**src/rtl/uart_serial_core.sv**
```systemverilog
// 8N1 UART transmitter/receiver pair with independent TX and RX paths.
// Define UART_TX_FIFO_EN to place a TX_FIFO_DEPTH-entry FIFO in front of the serializer.
module uart_serial_core #(
    parameter int CLKS_PER_BIT  = 868,
    parameter int TX_FIFO_DEPTH = 8
) (
    input  logic       clk,
    input  logic       rst,
    input  logic [7:0] tx_data,
    input  logic       tx_we,
    output logic       tx_busy,
    input  logic       rx_re,
    output logic [7:0] rx_data,
    output logic       rx_valid,
    output logic       rx_overrun,
    output logic       txd,
    input  logic       rxd
);
    localparam int CNT_W = $clog2(CLKS_PER_BIT);
    localparam logic [CNT_W-1:0] BIT_LAST  = CNT_W'(CLKS_PER_BIT - 1);
    localparam logic [CNT_W-1:0] HALF_LAST = CNT_W'(CLKS_PER_BIT / 2 - 1);
    localparam logic [CNT_W-1:0] CNT_ONE   = CNT_W'(1);

    if (CLKS_PER_BIT < 8 || TX_FIFO_DEPTH < 2 ||
        (TX_FIFO_DEPTH & (TX_FIFO_DEPTH - 1)) != 0) begin : g_bad_params
        $error("uart_serial_core: illegal CLKS_PER_BIT or TX_FIFO_DEPTH");
    end

    typedef enum logic [1:0] {TX_IDLE, TX_START, TX_DATA, TX_STOP} tx_state_e;
    typedef enum logic [1:0] {RX_IDLE, RX_START, RX_DATA, RX_STOP} rx_state_e;

    tx_state_e        tx_state_q, tx_state_d;
    logic [CNT_W-1:0] tx_cnt_q, tx_cnt_d;
    logic [2:0]       tx_idx_q, tx_idx_d;
    logic [7:0]       tx_shift_q, tx_shift_d;
    logic             txd_q, txd_d;
    logic             tx_load;
    logic [7:0]       tx_load_byte;

`ifdef UART_TX_FIFO_EN
    localparam int AW = $clog2(TX_FIFO_DEPTH);
    localparam logic [AW:0] PTR_ONE = {{AW{1'b0}}, 1'b1};

    logic [7:0] fifo_mem_q [TX_FIFO_DEPTH];
    logic [AW:0] wr_ptr_q, rd_ptr_q;
    logic fifo_empty, fifo_full, fifo_push;

    // Extra pointer bit tells full from empty when the indices coincide.
    assign fifo_empty   = (wr_ptr_q == rd_ptr_q);
    assign fifo_full    = (wr_ptr_q[AW] != rd_ptr_q[AW]) &&
                          (wr_ptr_q[AW-1:0] == rd_ptr_q[AW-1:0]);
    assign fifo_push    = tx_we && !fifo_full;
    assign tx_load      = (tx_state_q == TX_IDLE) && !fifo_empty;
    assign tx_load_byte = fifo_mem_q[rd_ptr_q[AW-1:0]];
    assign tx_busy      = fifo_full;

    always_ff @(posedge clk or posedge rst) begin
        if (rst) begin
            wr_ptr_q <= '0;
            rd_ptr_q <= '0;
        end else begin
            if (fifo_push) wr_ptr_q <= wr_ptr_q + PTR_ONE;
            if (tx_load)   rd_ptr_q <= rd_ptr_q + PTR_ONE;
        end
    end

    always_ff @(posedge clk) begin
        if (fifo_push) fifo_mem_q[wr_ptr_q[AW-1:0]] <= tx_data;
    end
`else
    assign tx_load      = tx_we && (tx_state_q == TX_IDLE);
    assign tx_load_byte = tx_data;
    assign tx_busy      = (tx_state_q != TX_IDLE);
`endif

    always_comb begin
        tx_state_d = tx_state_q;
        tx_cnt_d   = tx_cnt_q;
        tx_idx_d   = tx_idx_q;
        tx_shift_d = tx_shift_q;
        case (tx_state_q)
            TX_IDLE: if (tx_load) begin
                tx_state_d = TX_START;
                tx_cnt_d   = '0;
                tx_shift_d = tx_load_byte;
            end
            TX_START: if (tx_cnt_q == BIT_LAST) begin
                tx_state_d = TX_DATA;
                tx_cnt_d   = '0;
                tx_idx_d   = '0;
            end else tx_cnt_d = tx_cnt_q + CNT_ONE;
            TX_DATA: if (tx_cnt_q == BIT_LAST) begin
                tx_cnt_d   = '0;
                tx_shift_d = {1'b0, tx_shift_q[7:1]};
                if (tx_idx_q == 3'd7) tx_state_d = TX_STOP;
                else                  tx_idx_d   = tx_idx_q + 3'd1;
            end else tx_cnt_d = tx_cnt_q + CNT_ONE;
            TX_STOP: if (tx_cnt_q == BIT_LAST) begin
                tx_state_d = TX_IDLE;
                tx_cnt_d   = '0;
            end else tx_cnt_d = tx_cnt_q + CNT_ONE;
            default: tx_state_d = TX_IDLE;
        endcase
        // Line level follows the state being entered so txd stays a clean flop output.
        case (tx_state_d)
            TX_START: txd_d = 1'b0;
            TX_DATA:  txd_d = tx_shift_d[0];
            default:  txd_d = 1'b1;
        endcase
    end

    always_ff @(posedge clk or posedge rst) begin
        if (rst) begin
            tx_state_q <= TX_IDLE;
            tx_cnt_q   <= '0;
            tx_idx_q   <= '0;
            tx_shift_q <= '0;
            txd_q      <= 1'b1;
        end else begin
            tx_state_q <= tx_state_d;
            tx_cnt_q   <= tx_cnt_d;
            tx_idx_q   <= tx_idx_d;
            tx_shift_q <= tx_shift_d;
            txd_q      <= txd_d;
        end
    end

    assign txd = txd_q;

    rx_state_e        rx_state_q, rx_state_d;
    logic [CNT_W-1:0] rx_cnt_q, rx_cnt_d;
    logic [2:0]       rx_idx_q, rx_idx_d;
    logic [7:0]       rx_shift_q, rx_shift_d;
    logic [7:0]       rx_data_q, rx_data_d;
    logic             rx_valid_q, rx_valid_d;
    logic             rx_overrun_q, rx_overrun_d;
    logic             rx_meta_q, rx_sync_q, rx_prev_q;
    logic             rx_accept;

    always_comb begin
        rx_state_d   = rx_state_q;
        rx_cnt_d     = rx_cnt_q;
        rx_idx_d     = rx_idx_q;
        rx_shift_d   = rx_shift_q;
        rx_accept    = 1'b0;
        case (rx_state_q)
            RX_IDLE: if (rx_prev_q && !rx_sync_q) begin
                rx_state_d = RX_START;
                rx_cnt_d   = '0;
            end
            RX_START: if (rx_cnt_q == HALF_LAST) begin
                rx_cnt_d   = '0;
                rx_idx_d   = '0;
                rx_state_d = rx_sync_q ? RX_IDLE : RX_DATA;
            end else rx_cnt_d = rx_cnt_q + CNT_ONE;
            RX_DATA: if (rx_cnt_q == BIT_LAST) begin
                rx_cnt_d   = '0;
                rx_shift_d = {rx_sync_q, rx_shift_q[7:1]};
                if (rx_idx_q == 3'd7) rx_state_d = RX_STOP;
                else                  rx_idx_d   = rx_idx_q + 3'd1;
            end else rx_cnt_d = rx_cnt_q + CNT_ONE;
            RX_STOP: if (rx_cnt_q == BIT_LAST) begin
                rx_cnt_d   = '0;
                rx_state_d = RX_IDLE;
                rx_accept  = rx_sync_q;
            end else rx_cnt_d = rx_cnt_q + CNT_ONE;
            default: rx_state_d = RX_IDLE;
        endcase

        rx_data_d    = rx_data_q;
        rx_valid_d   = rx_valid_q;
        rx_overrun_d = rx_overrun_q;
        if (rx_re && rx_valid_q) begin
            rx_valid_d   = 1'b0;
            rx_overrun_d = 1'b0;
        end
        // A new byte always wins; it only counts as overrun if nobody read the old one.
        if (rx_accept) begin
            rx_data_d  = rx_shift_q;
            rx_valid_d = 1'b1;
            if (rx_valid_q && !rx_re) rx_overrun_d = 1'b1;
        end
    end

    always_ff @(posedge clk or posedge rst) begin
        if (rst) begin
            rx_meta_q    <= 1'b1;
            rx_sync_q    <= 1'b1;
            rx_prev_q    <= 1'b1;
            rx_state_q   <= RX_IDLE;
            rx_cnt_q     <= '0;
            rx_idx_q     <= '0;
            rx_shift_q   <= '0;
            rx_data_q    <= '0;
            rx_valid_q   <= 1'b0;
            rx_overrun_q <= 1'b0;
        end else begin
            rx_meta_q    <= rxd;
            rx_sync_q    <= rx_meta_q;
            rx_prev_q    <= rx_sync_q;
            rx_state_q   <= rx_state_d;
            rx_cnt_q     <= rx_cnt_d;
            rx_idx_q     <= rx_idx_d;
            rx_shift_q   <= rx_shift_d;
            rx_data_q    <= rx_data_d;
            rx_valid_q   <= rx_valid_d;
            rx_overrun_q <= rx_overrun_d;
        end
    end

    assign rx_data    = rx_data_q;
    assign rx_valid   = rx_valid_q;
    assign rx_overrun = rx_overrun_q;
endmodule

```
**config.mk**
```make
export PLATFORM = sky130hd
export DESIGN_NAME = uart_serial_core
export DESIGN_NICKNAME = d
export VERILOG_FILES = /design/src/rtl/uart_serial_core.sv
export SDC_FILE = /design/constraint.sdc
export NUM_CORES = 1
export LEC_CHECK = 0
export CORE_ASPECT_RATIO = 2
export CORE_MARGIN = 5
export CORE_UTILIZATION = 42
export CTS_CLUSTER_DIAMETER = 50
export DETAILED_ROUTE_END_ITERATION = 8
export RECOVER_POWER = 50
export SYNTH_ARGS = -nofsm -noshare
export SYNTH_HDL_FRONTEND = slang
export SYNTH_SLANG_ARGS = --single-unit
```
**constraint.sdc**
```tcl
create_clock -name clk -period 2.44 [get_ports clk]
set_input_delay 0.244 -clock clk [delete_from_list [all_inputs] [get_ports clk]]
set_output_delay 0.244 -clock clk [all_outputs]
set_load 0.005 [all_outputs]
```
==> reports/results.md, run 1 <==
| Result | Value | Unit |
| --- | --- | --- |
| Filler cell count in the final layout | 601 | - |
| Vias after detailed routing | 2256 | - |
| Critical path's slowest cell | sky130_fd_sc_hd__nor4bb_1 | - |
| CTS Sinks | 60 | - |
| Placeable core region | 0.00694 | sq mm |
| Routed len/inst | 15.7 | um |
| Area of the mapped netlist | 0.00298 | sq mm |
| Internal Dissipation | 2130 | uW |
| Total clock buffers created by CTS | 9 | - |
| Antenna violations before repair | 0 | - |
| Number of unique standard cell types used by synthesis | 57 | - |
| Number of violations reported at the end of detailed-routing iteration 0 | 141 | - |
| Upper clock frequency limit | 447 | MHz |
| Cell at the root of the clock tree | sky130_fd_sc_hd__clkbuf_16 | - |
| Worst IR drop on VDD | 0.465 | mV |
| Die Footprint | 0.00898 | sq mm |
| Proportion of register bits with asynchronous set or reset after synthesis | 1.00 | - |
| CP Capture Type | flop | - |
| Final std cell area, no fill | 0.00363 | sq mm |
| Bufs on Longest Clock Path | 2 | - |
| Final setup fails | 0 | - |
| Critical setup path kind | flop to flop | - |
| Number of design rule violations left after detail routing | 0 | - |
| Switching power summed over all nets | 833 | uW |
| Synth-to-Final Area Change | 21.8 | % |
| Outcome | finished, final reports clean | - |
| Pins Over Slew Limit | 0 | - |
| Drt pass-1 iters | 4 | - |
| Net count after synthesis | 291 | - |
| Final critical path time including I/O delays and setup | 2.24 | ns |
| Number of storage elements in the synthesis netlist | 60 | - |
| Number of global-route vias before repair | 2244 | - |
| MaxCap Viol Count | 0 | - |
| Routed wire length | 6230 | um |
| Final Wtd Congestion | 0.862 | - |
| Syn_area_per_cell | 11.0 | sq um |
| Fin. Hold Viols | 0 | - |
| Required @ worst endpoint | 2.63 | ns |
| Remaining global-route overflow | 0 | - |
| Pin slew with the least headroom to its limit | 1.49 | ns |
| PwrDens | 817 | mW/mm^2 |
| Inserted Diodes | 0 | - |
| Prevailing post-synth register cell | sky130_fd_sc_hd__dfrtp_1 | - |
| Synth Instances | 271 | - |
| Clock skew after layout | 0.00568 | ns |
| Share of post-route cells with drive strength above 1 | 0.166 | - |
| Number of hold-repair buffers added at the cts stage | 0 | - |
| I/O Pins | 25 | - |
| Via count normalized by instance count | 5.68 | - |
| Relative slew slack | 0.00980 | - |
| Total routing resource utilization after global routing | 0.149 | - |
| Multi-input logic area | 0.00138 | sq mm |
| Cell type with the largest total area after synthesis | sky130_fd_sc_hd__dfrtp_1 | - |
| Later-pin clock latency in the skew report | 0.32 | ns |
| Top cell type's share of synthesized area | 0.470 | - |
| Number of gates resized after cts | 0 | - |
| Final ANT Viol Nets | 0 | - |
| Combinational Power Share | 0.148 | - |
| Proportion of total power due to net switching | 0.281 | - |
| Site Rows | 43 | - |
| Delay contributed by the slowest stage of the critical path | 0.51 | ns |
| Kind of path behind the tightest hold check | flop to flop | - |
| R2R depth | 6 | - |
| First-pass GRT wire length | 10500 | um |
| Clock tree from TritonCTS | yes | - |
| Overall die height | 129 | um |
| Floorplan die width | 69.6 | um |
| Hold depth | 0 | - |
| Nature of the critical path startpoint | flop | - |
| Leak pwr | 0.00162 | uW |
| Sequential fraction of design power | 0.437 | - |
| Depth of the CTS H-tree | 3 | - |
| Number of enable flip-flop cells after synthesis | 0 | - |
| Clock network fraction of total power | 0.415 | - |
| Part of the Yosys area used for sequential elements | 0.505 | - |
| HPWL after DPL | 4440 | um |
| Post-Route Setup TNS | 0 | ns |
| Maximum number of pins on one net before global-route repair | 61 | - |
| Share of the cycle needed by the critical path after routing | 0.916 | - |
| Warning count from the yosys run | 0 | - |
| Crit path cell chain | inv_1, ha_1, nor4bb_1, a311o_1, and2_1, o21ai_0 | - |
| Cell area after placement | 0.00335 | sq mm |
| Clock edge transition at the registers on the reported setup and hold paths | 0.05 | ns |
| Final-stage net count | 323 | - |
| Sequential cell area | 0.00151 | sq mm |
| Crit Path Max Fanout | 9 | - |
| Endpoint arrival time on the critical path | 2.42 | ns |
| Buffers on Ports | 24 | - |
| Starting density of the core | 0.429 | - |
| RSZ-0062 raised after global routing | no | - |
| Cells taking the most area after synthesis | sky130_fd_sc_hd__dfrtp_1 47%, sky130_fd_sc_hd__mux2_2 6.4%, sky130_fd_sc_hd__dfstp_2 3.5%, sky130_fd_sc_hd__nand2_1 3.1%, sky130_fd_sc_hd__a22o_1 2.9% | - |
| Buffers inserted during post-CTS setup optimization | 0 | - |
-- area by class of cell --
| class | count | share of cell area |
|---|---|---|
| Clock buffer | 10 | 0.0658 |
| Clock inverter | 5 | 0.0145 |
| Timing Repair Buffer | 33 | 0.0841 |
| Sequential cell | 60 | 0.415 |
| Tap cell | 90 | 0.0310 |
| Inverter | 9 | 0.00931 |
| Multi-Input combinational cell | 190 | 0.380 |
-- flip-flops by register name, indices dropped and copies added (netlist names), named ones only --
register / cells
tx_state_q: 2
tx_shift_q: 8
rx_data: 8
rx_prev_q: 1
rx_valid: 1
rx_shift_q: 8
rx_meta_q: 1
txd: 1
tx_idx_q: 3
rx_sync_q: 1
tx_cnt_q: 10
rx_idx_q: 3
rx_state_q: 1
rx_cnt_q: 10
-- routing by layer --
layer  track usage  up-vias  share of wire
li1              -     1079              -
met2         0.271       43           0.54
met1         0.150     1111           0.39
met4        0.0944        0          0.042
met5             0        -              0
met3        0.0365       23          0.029
-- placed cells by master (no fill, tap or decap), types with 3 or more instances in the layout --
master / Yosys / routed
sky130_fd_sc_hd__clkinv_2: 0 / 3
sky130_fd_sc_hd__nand2_1: 25 / 25
sky130_fd_sc_hd__a21o_1: 9 / 9
sky130_fd_sc_hd__nor2b_1: 5 / 5
sky130_fd_sc_hd__o211ai_1: 5 / 5
sky130_fd_sc_hd__nand3_1: 8 / 8
sky130_fd_sc_hd__clkdlybuf4s50_1: 0 / 19
sky130_fd_sc_hd__nand4_1: 5 / 5
sky130_fd_sc_hd__nor3_1: 4 / 4
sky130_fd_sc_hd__o21ai_0: 13 / 13
sky130_fd_sc_hd__and2_1: 4 / 4
sky130_fd_sc_hd__inv_1: 9 / 8
sky130_fd_sc_hd__buf_4: 1 / 8
sky130_fd_sc_hd__a211o_1: 4 / 4
sky130_fd_sc_hd__mux2_2: 17 / 17
sky130_fd_sc_hd__nor4_1: 3 / 3
sky130_fd_sc_hd__nand2b_1: 5 / 5
sky130_fd_sc_hd__dfstp_2: 4 / 3
sky130_fd_sc_hd__a22o_1: 10 / 10
sky130_fd_sc_hd__clkbuf_16: 0 / 9
sky130_fd_sc_hd__ha_1: 7 / 7
sky130_fd_sc_hd__nor2_1: 8 / 8
sky130_fd_sc_hd__a21oi_1: 4 / 4
sky130_fd_sc_hd__o2bb2ai_1: 4 / 4
sky130_fd_sc_hd__xor2_1: 3 / 3
sky130_fd_sc_hd__and3_1: 4 / 4
sky130_fd_sc_hd__dfrtp_1: 56 / 56
sky130_fd_sc_hd__a31oi_1: 8 / 8
sky130_fd_sc_hd__dlygate4sd3_1: 0 / 5
-- per-stage QoR --
step           power (uW)  std cells   util  setup WS, ns  hold slack [ns]
2_1_floorplan        1610        271      -         0.525            0.248
3_3_place_gp         1740        382  0.483         0.324            0.355
3_5_place_dp         1750        382  0.483         0.238            0.358
4_1_cts              3000        397  0.525         0.235            0.314
5_1_grt              3120        397  0.523        0.0368            0.371
6_report             2960        397  0.523         0.204            0.367
-- path summary, 6_finish.rpt --
| kind | startpoint | endpoint | slack [ns] |
|---|---|---|---|
| setup / recovery | rx_cnt_q[1]$_DFFE_PP0P_ | rx_cnt_q[8]$_DFFE_PP0P_ | 0.20 |
| hold / removal | rx_meta_q$_DFF_PP1_ | rx_sync_q$_DFF_PP1_ | 0.37 |
| setup reg to reg | rx_cnt_q[1]$_DFFE_PP0P_ | rx_cnt_q[8]$_DFFE_PP0P_ | 0.20 |
| hold reg to reg | rx_meta_q$_DFF_PP1_ | rx_sync_q$_DFF_PP1_ | 0.37 |
| max in group asynchronous | rst | tx_shift_q[0]$_DFF_PP0_ | 0.67 |
| min in group asynchronous | rst | tx_cnt_q[8]$_DFFE_PP0P_ | 0.85 |
-- Yosys cell counts, types with 3 or more instances --
library cell	n
sky130_fd_sc_hd__xor2_1	3
sky130_fd_sc_hd__nor2b_1	5
sky130_fd_sc_hd__dfstp_2	4
sky130_fd_sc_hd__a211o_1	4
sky130_fd_sc_hd__nand4_1	5
sky130_fd_sc_hd__dfrtp_1	56
sky130_fd_sc_hd__ha_1	7
sky130_fd_sc_hd__a22o_1	10
sky130_fd_sc_hd__o2bb2ai_1	4
sky130_fd_sc_hd__mux2_2	17
sky130_fd_sc_hd__a21oi_1	4
sky130_fd_sc_hd__and3_1	4
sky130_fd_sc_hd__o211ai_1	5
sky130_fd_sc_hd__and2_1	4
sky130_fd_sc_hd__nor3_1	4
sky130_fd_sc_hd__nor2_1	8
sky130_fd_sc_hd__nor4_1	3
sky130_fd_sc_hd__nand3_1	8
sky130_fd_sc_hd__nand2b_1	5
sky130_fd_sc_hd__a21o_1	9
sky130_fd_sc_hd__o21ai_0	13
sky130_fd_sc_hd__a31oi_1	8
sky130_fd_sc_hd__nand2_1	25
sky130_fd_sc_hd__clkbuf_1	6
sky130_fd_sc_hd__inv_1	9
-- cells by family after synthesis --
group / after synthesis / synth area share
muxes: 17 / 0.0642
DFF: 60 / 0.505
buffers and inverters: 21 / 0.0315
adders and majority gates: 7 / 0.0294
xor gates and xnor gates: 4 / 0.0118
and+or+nand+nor: 90 / 0.176
AOI/OAI and AO/OA: 72 / 0.181
-- worst max-delay path, delay by kind of cell (launching register included) --
kind,cells,cell delay [ns]
simple gates,2,0.91
compound gates,2,0.56
flops,1,0.42
fa+ha+maj,1,0.13
buf+inv,1,0.07
-- power groups by stage --
stage	logic, uW	registers [uW]	clock network, uW
6_report	440	1300	1230
5_1_grt	501	1320	1300
4_1_cts	447	1290	1270
3_5_place_dp	447	1310	0
3_3_place_gp	441	1300	0
2_1_floorplan	362	1250	0
Power figures use the tool's default switching activity.
==> run 2: changes to the inputs <==
==> constraint.sdc (replaced) <==
create_clock -name clk -period 2.44 [get_ports clk]
set_input_delay 0.732 -clock clk [delete_from_list [all_inputs] [get_ports clk]]
set_output_delay 0.732 -clock clk [all_outputs]
set_load 0.005 [all_outputs]
==> reports/results.md, run 2 (same netlist as run 1, synthesis figures left out) <==
| Result | Value | Unit |
| --- | --- | --- |
| Outcome | finished, final reports clean | - |
| Bufs on Longest Clock Path | 2 | - |
| Later-pin clock latency in the skew report | 0.32 | ns |
| Starting density of the core | 0.429 | - |
| Share of the cycle needed by the critical path after routing | 0.956 | - |
| CTS Sinks | 60 | - |
| Crit Path Max Fanout | 10 | - |
| Leading registers by flop count | rx_cnt_q (10), tx_cnt_q (10) | - |
| Commonest non-fill, non-tap cell in the layout | sky130_fd_sc_hd__dfrtp_1 | - |
| Endpoint arrival time on the critical path | 1.60 | ns |
| First-pass GRT wire length | 10300 | um |
| Filler cell count in the final layout | 640 | - |
| Leak pwr | 0.00160 | uW |
| Die Footprint | 0.00898 | sq mm |
| Routed len/inst | 15.4 | um |
| Critical setup path kind | flop to output port | - |
| Fin. Hold Viols | 0 | - |
| HPWL after DPL | 4390 | um |
| Inserted Diodes | 0 | - |
| Vias after detailed routing | 2234 | - |
| Remaining global-route overflow | 0 | - |
| Final-stage net count | 322 | - |
| Total Power Consumption | 2870 | uW |
| Final critical path time including I/O delays and setup | 2.33 | ns |
| Cell at the root of the clock tree | sky130_fd_sc_hd__clkbuf_16 | - |
| Final Wtd Congestion | 0.820 | - |
| Required @ worst endpoint | 1.71 | ns |
| Overall die height | 129 | um |
| Share of post-route cells with drive strength above 1 | 0.156 | - |
| Maximum number of pins on one net before global-route repair | 50 | - |
| Most frequent cells in the layout | 56 x sky130_fd_sc_hd__dfrtp_1, 25 x sky130_fd_sc_hd__nand2_1, 22 x sky130_fd_sc_hd__clkdlybuf4s50_1 | - |
| Worst IR drop on VDD | 0.501 | mV |
| Pin slew with the least headroom to its limit | 0.661 | ns |
| Clock edge transition at the registers on the reported setup and hold paths | 0.05 | ns |
| Floorplan die width | 69.6 | um |
| Number of violations reported at the end of detailed-routing iteration 0 | 154 | - |
| Total routing resource utilization after global routing | 0.146 | - |
| Placeable core region | 0.00694 | sq mm |
| Relative slew slack | 0.560 | - |
| MaxCap Viol Count | 0 | - |
| Number of global-route vias before repair | 2237 | - |
| Total clock buffers created by CTS | 9 | - |
| Routed wire length | 6130 | um |
| Drt pass-1 iters | 4 | - |
| Clock skew after layout | 0.00679 | ns |
| Via count normalized by instance count | 5.63 | - |
| Synth-to-Final Area Change | 20.7 | % |
| Depth of the CTS H-tree | 3 | - |
| Clock tree from TritonCTS | yes | - |
| Site Rows | 43 | - |
| I/O Pins | 25 | - |
| Final setup fails | 0 | - |
| PwrDens | 798 | mW/mm^2 |
| Nature of the critical path startpoint | flop | - |
| RSZ-0062 raised after global routing | no | - |
| Upper clock frequency limit | 429 | MHz |
| Buffers on Ports | 24 | - |
| Kind of path behind the tightest hold check | flop to flop | - |
| Antenna violations before repair | 0 | - |
| Post-Route Setup TNS | 0 | ns |
| Pins Over Slew Limit | 0 | - |
| Final ANT Viol Nets | 0 | - |
| Number of design rule violations left after detail routing | 0 | - |
| Number of hold-repair buffers added at the cts stage | 0 | - |
| CP Capture Type | output port | - |
## run 2: metal layers
metal | wire length, um | global-route usage | share of wire | up-vias
li1 | - | - | - | 1082
met1 | 2500 | 0.156 | 0.41 | 1099
met2 | 3280 | 0.261 | 0.53 | 42
met3 | 198 | 0.0373 | 0.032 | 11
met4 | 157 | 0.0794 | 0.026 | 0
met5 | 0 | 0 | 0 | -
## run 2: where the power goes
part,internal (uW),switching (uW)
registers,1120,179
clock network,708,413
logic,214,233
total,2050,825
## run 2: critical path: stages (launching register included)
cell and delay (ns):
sky130_fd_sc_hd__dfrtp_1 0.52, sky130_fd_sc_hd__nor2_2 0.10, sky130_fd_sc_hd__inv_1 0.14, sky130_fd_sc_hd__clkdlybuf4s50_1 0.52
## run 2: cell type report
type / instances / area (sq um) / share of cell area
Clock buffer: 13 / 250 / 0.0696
Inverter: 9 / 33.8 / 0.00939
Sequential cell: 60 / 1510 / 0.419
Multi-Input combinational cell: 190 / 1380 / 0.384
Clock inverter: 3 / 15.0 / 0.00417
Timing Repair Buffer: 32 / 297 / 0.0824
Tap cell: 90 / 113 / 0.0313
## run 2: path summary, 6_finish.rpt
kind                                         startpoint                    endpoint  slack (ns)  depth (start not counted)
min in group asynchronous                           rst     tx_cnt_q[1]$_DFFE_PP0P_        0.85                          2
max in group asynchronous                           rst  asynchronous set/reset pin        0.52                          3
worst max-delay path            tx_state_q[0]$_DFF_PP0_                     tx_busy        0.11                          3
worst min register to register      rx_meta_q$_DFF_PP1_         rx_sync_q$_DFF_PP1_        0.36                          0
worst max register to register  rx_cnt_q[0]$_DFFE_PP0P_      rx_data[0]$_DFFE_PP0P_        0.19                          6
worst min-delay path                rx_meta_q$_DFF_PP1_         rx_sync_q$_DFF_PP1_        0.36                          0
## run 2: repair_timing
action / in CTS / in global routing
resized for setup: 0 / 1
endpoints found under the setup margin: 0 / 1
buffers inserted: 0 / 0
## run 2: through the flow
stage / utilization / cells / hold slack [ns] / worst slack, ns / area, sq um
2_1_floorplan: - / 271 / 0.345 / 0.230 / 2980
4_1_cts: 0.520 / 397 / 0.358 / 0.0132 / 3610
5_1_grt: 0.518 / 397 / 0.370 / 0.0250 / 3600
3_3_place_gp: 0.482 / 381 / 0.355 / 0.217 / 3350
6_report: 0.518 / 397 / 0.362 / 0.107 / 3600
3_5_place_dp: 0.482 / 381 / 0.351 / 0.182 / 3350
==> run 3: changes to the inputs <==
Settings changed: CTS_CLUSTER_SIZE set to 14.
==> results of run 3 <==
Same layout as run 2: the final DEF is identical, and so are final timing and power.
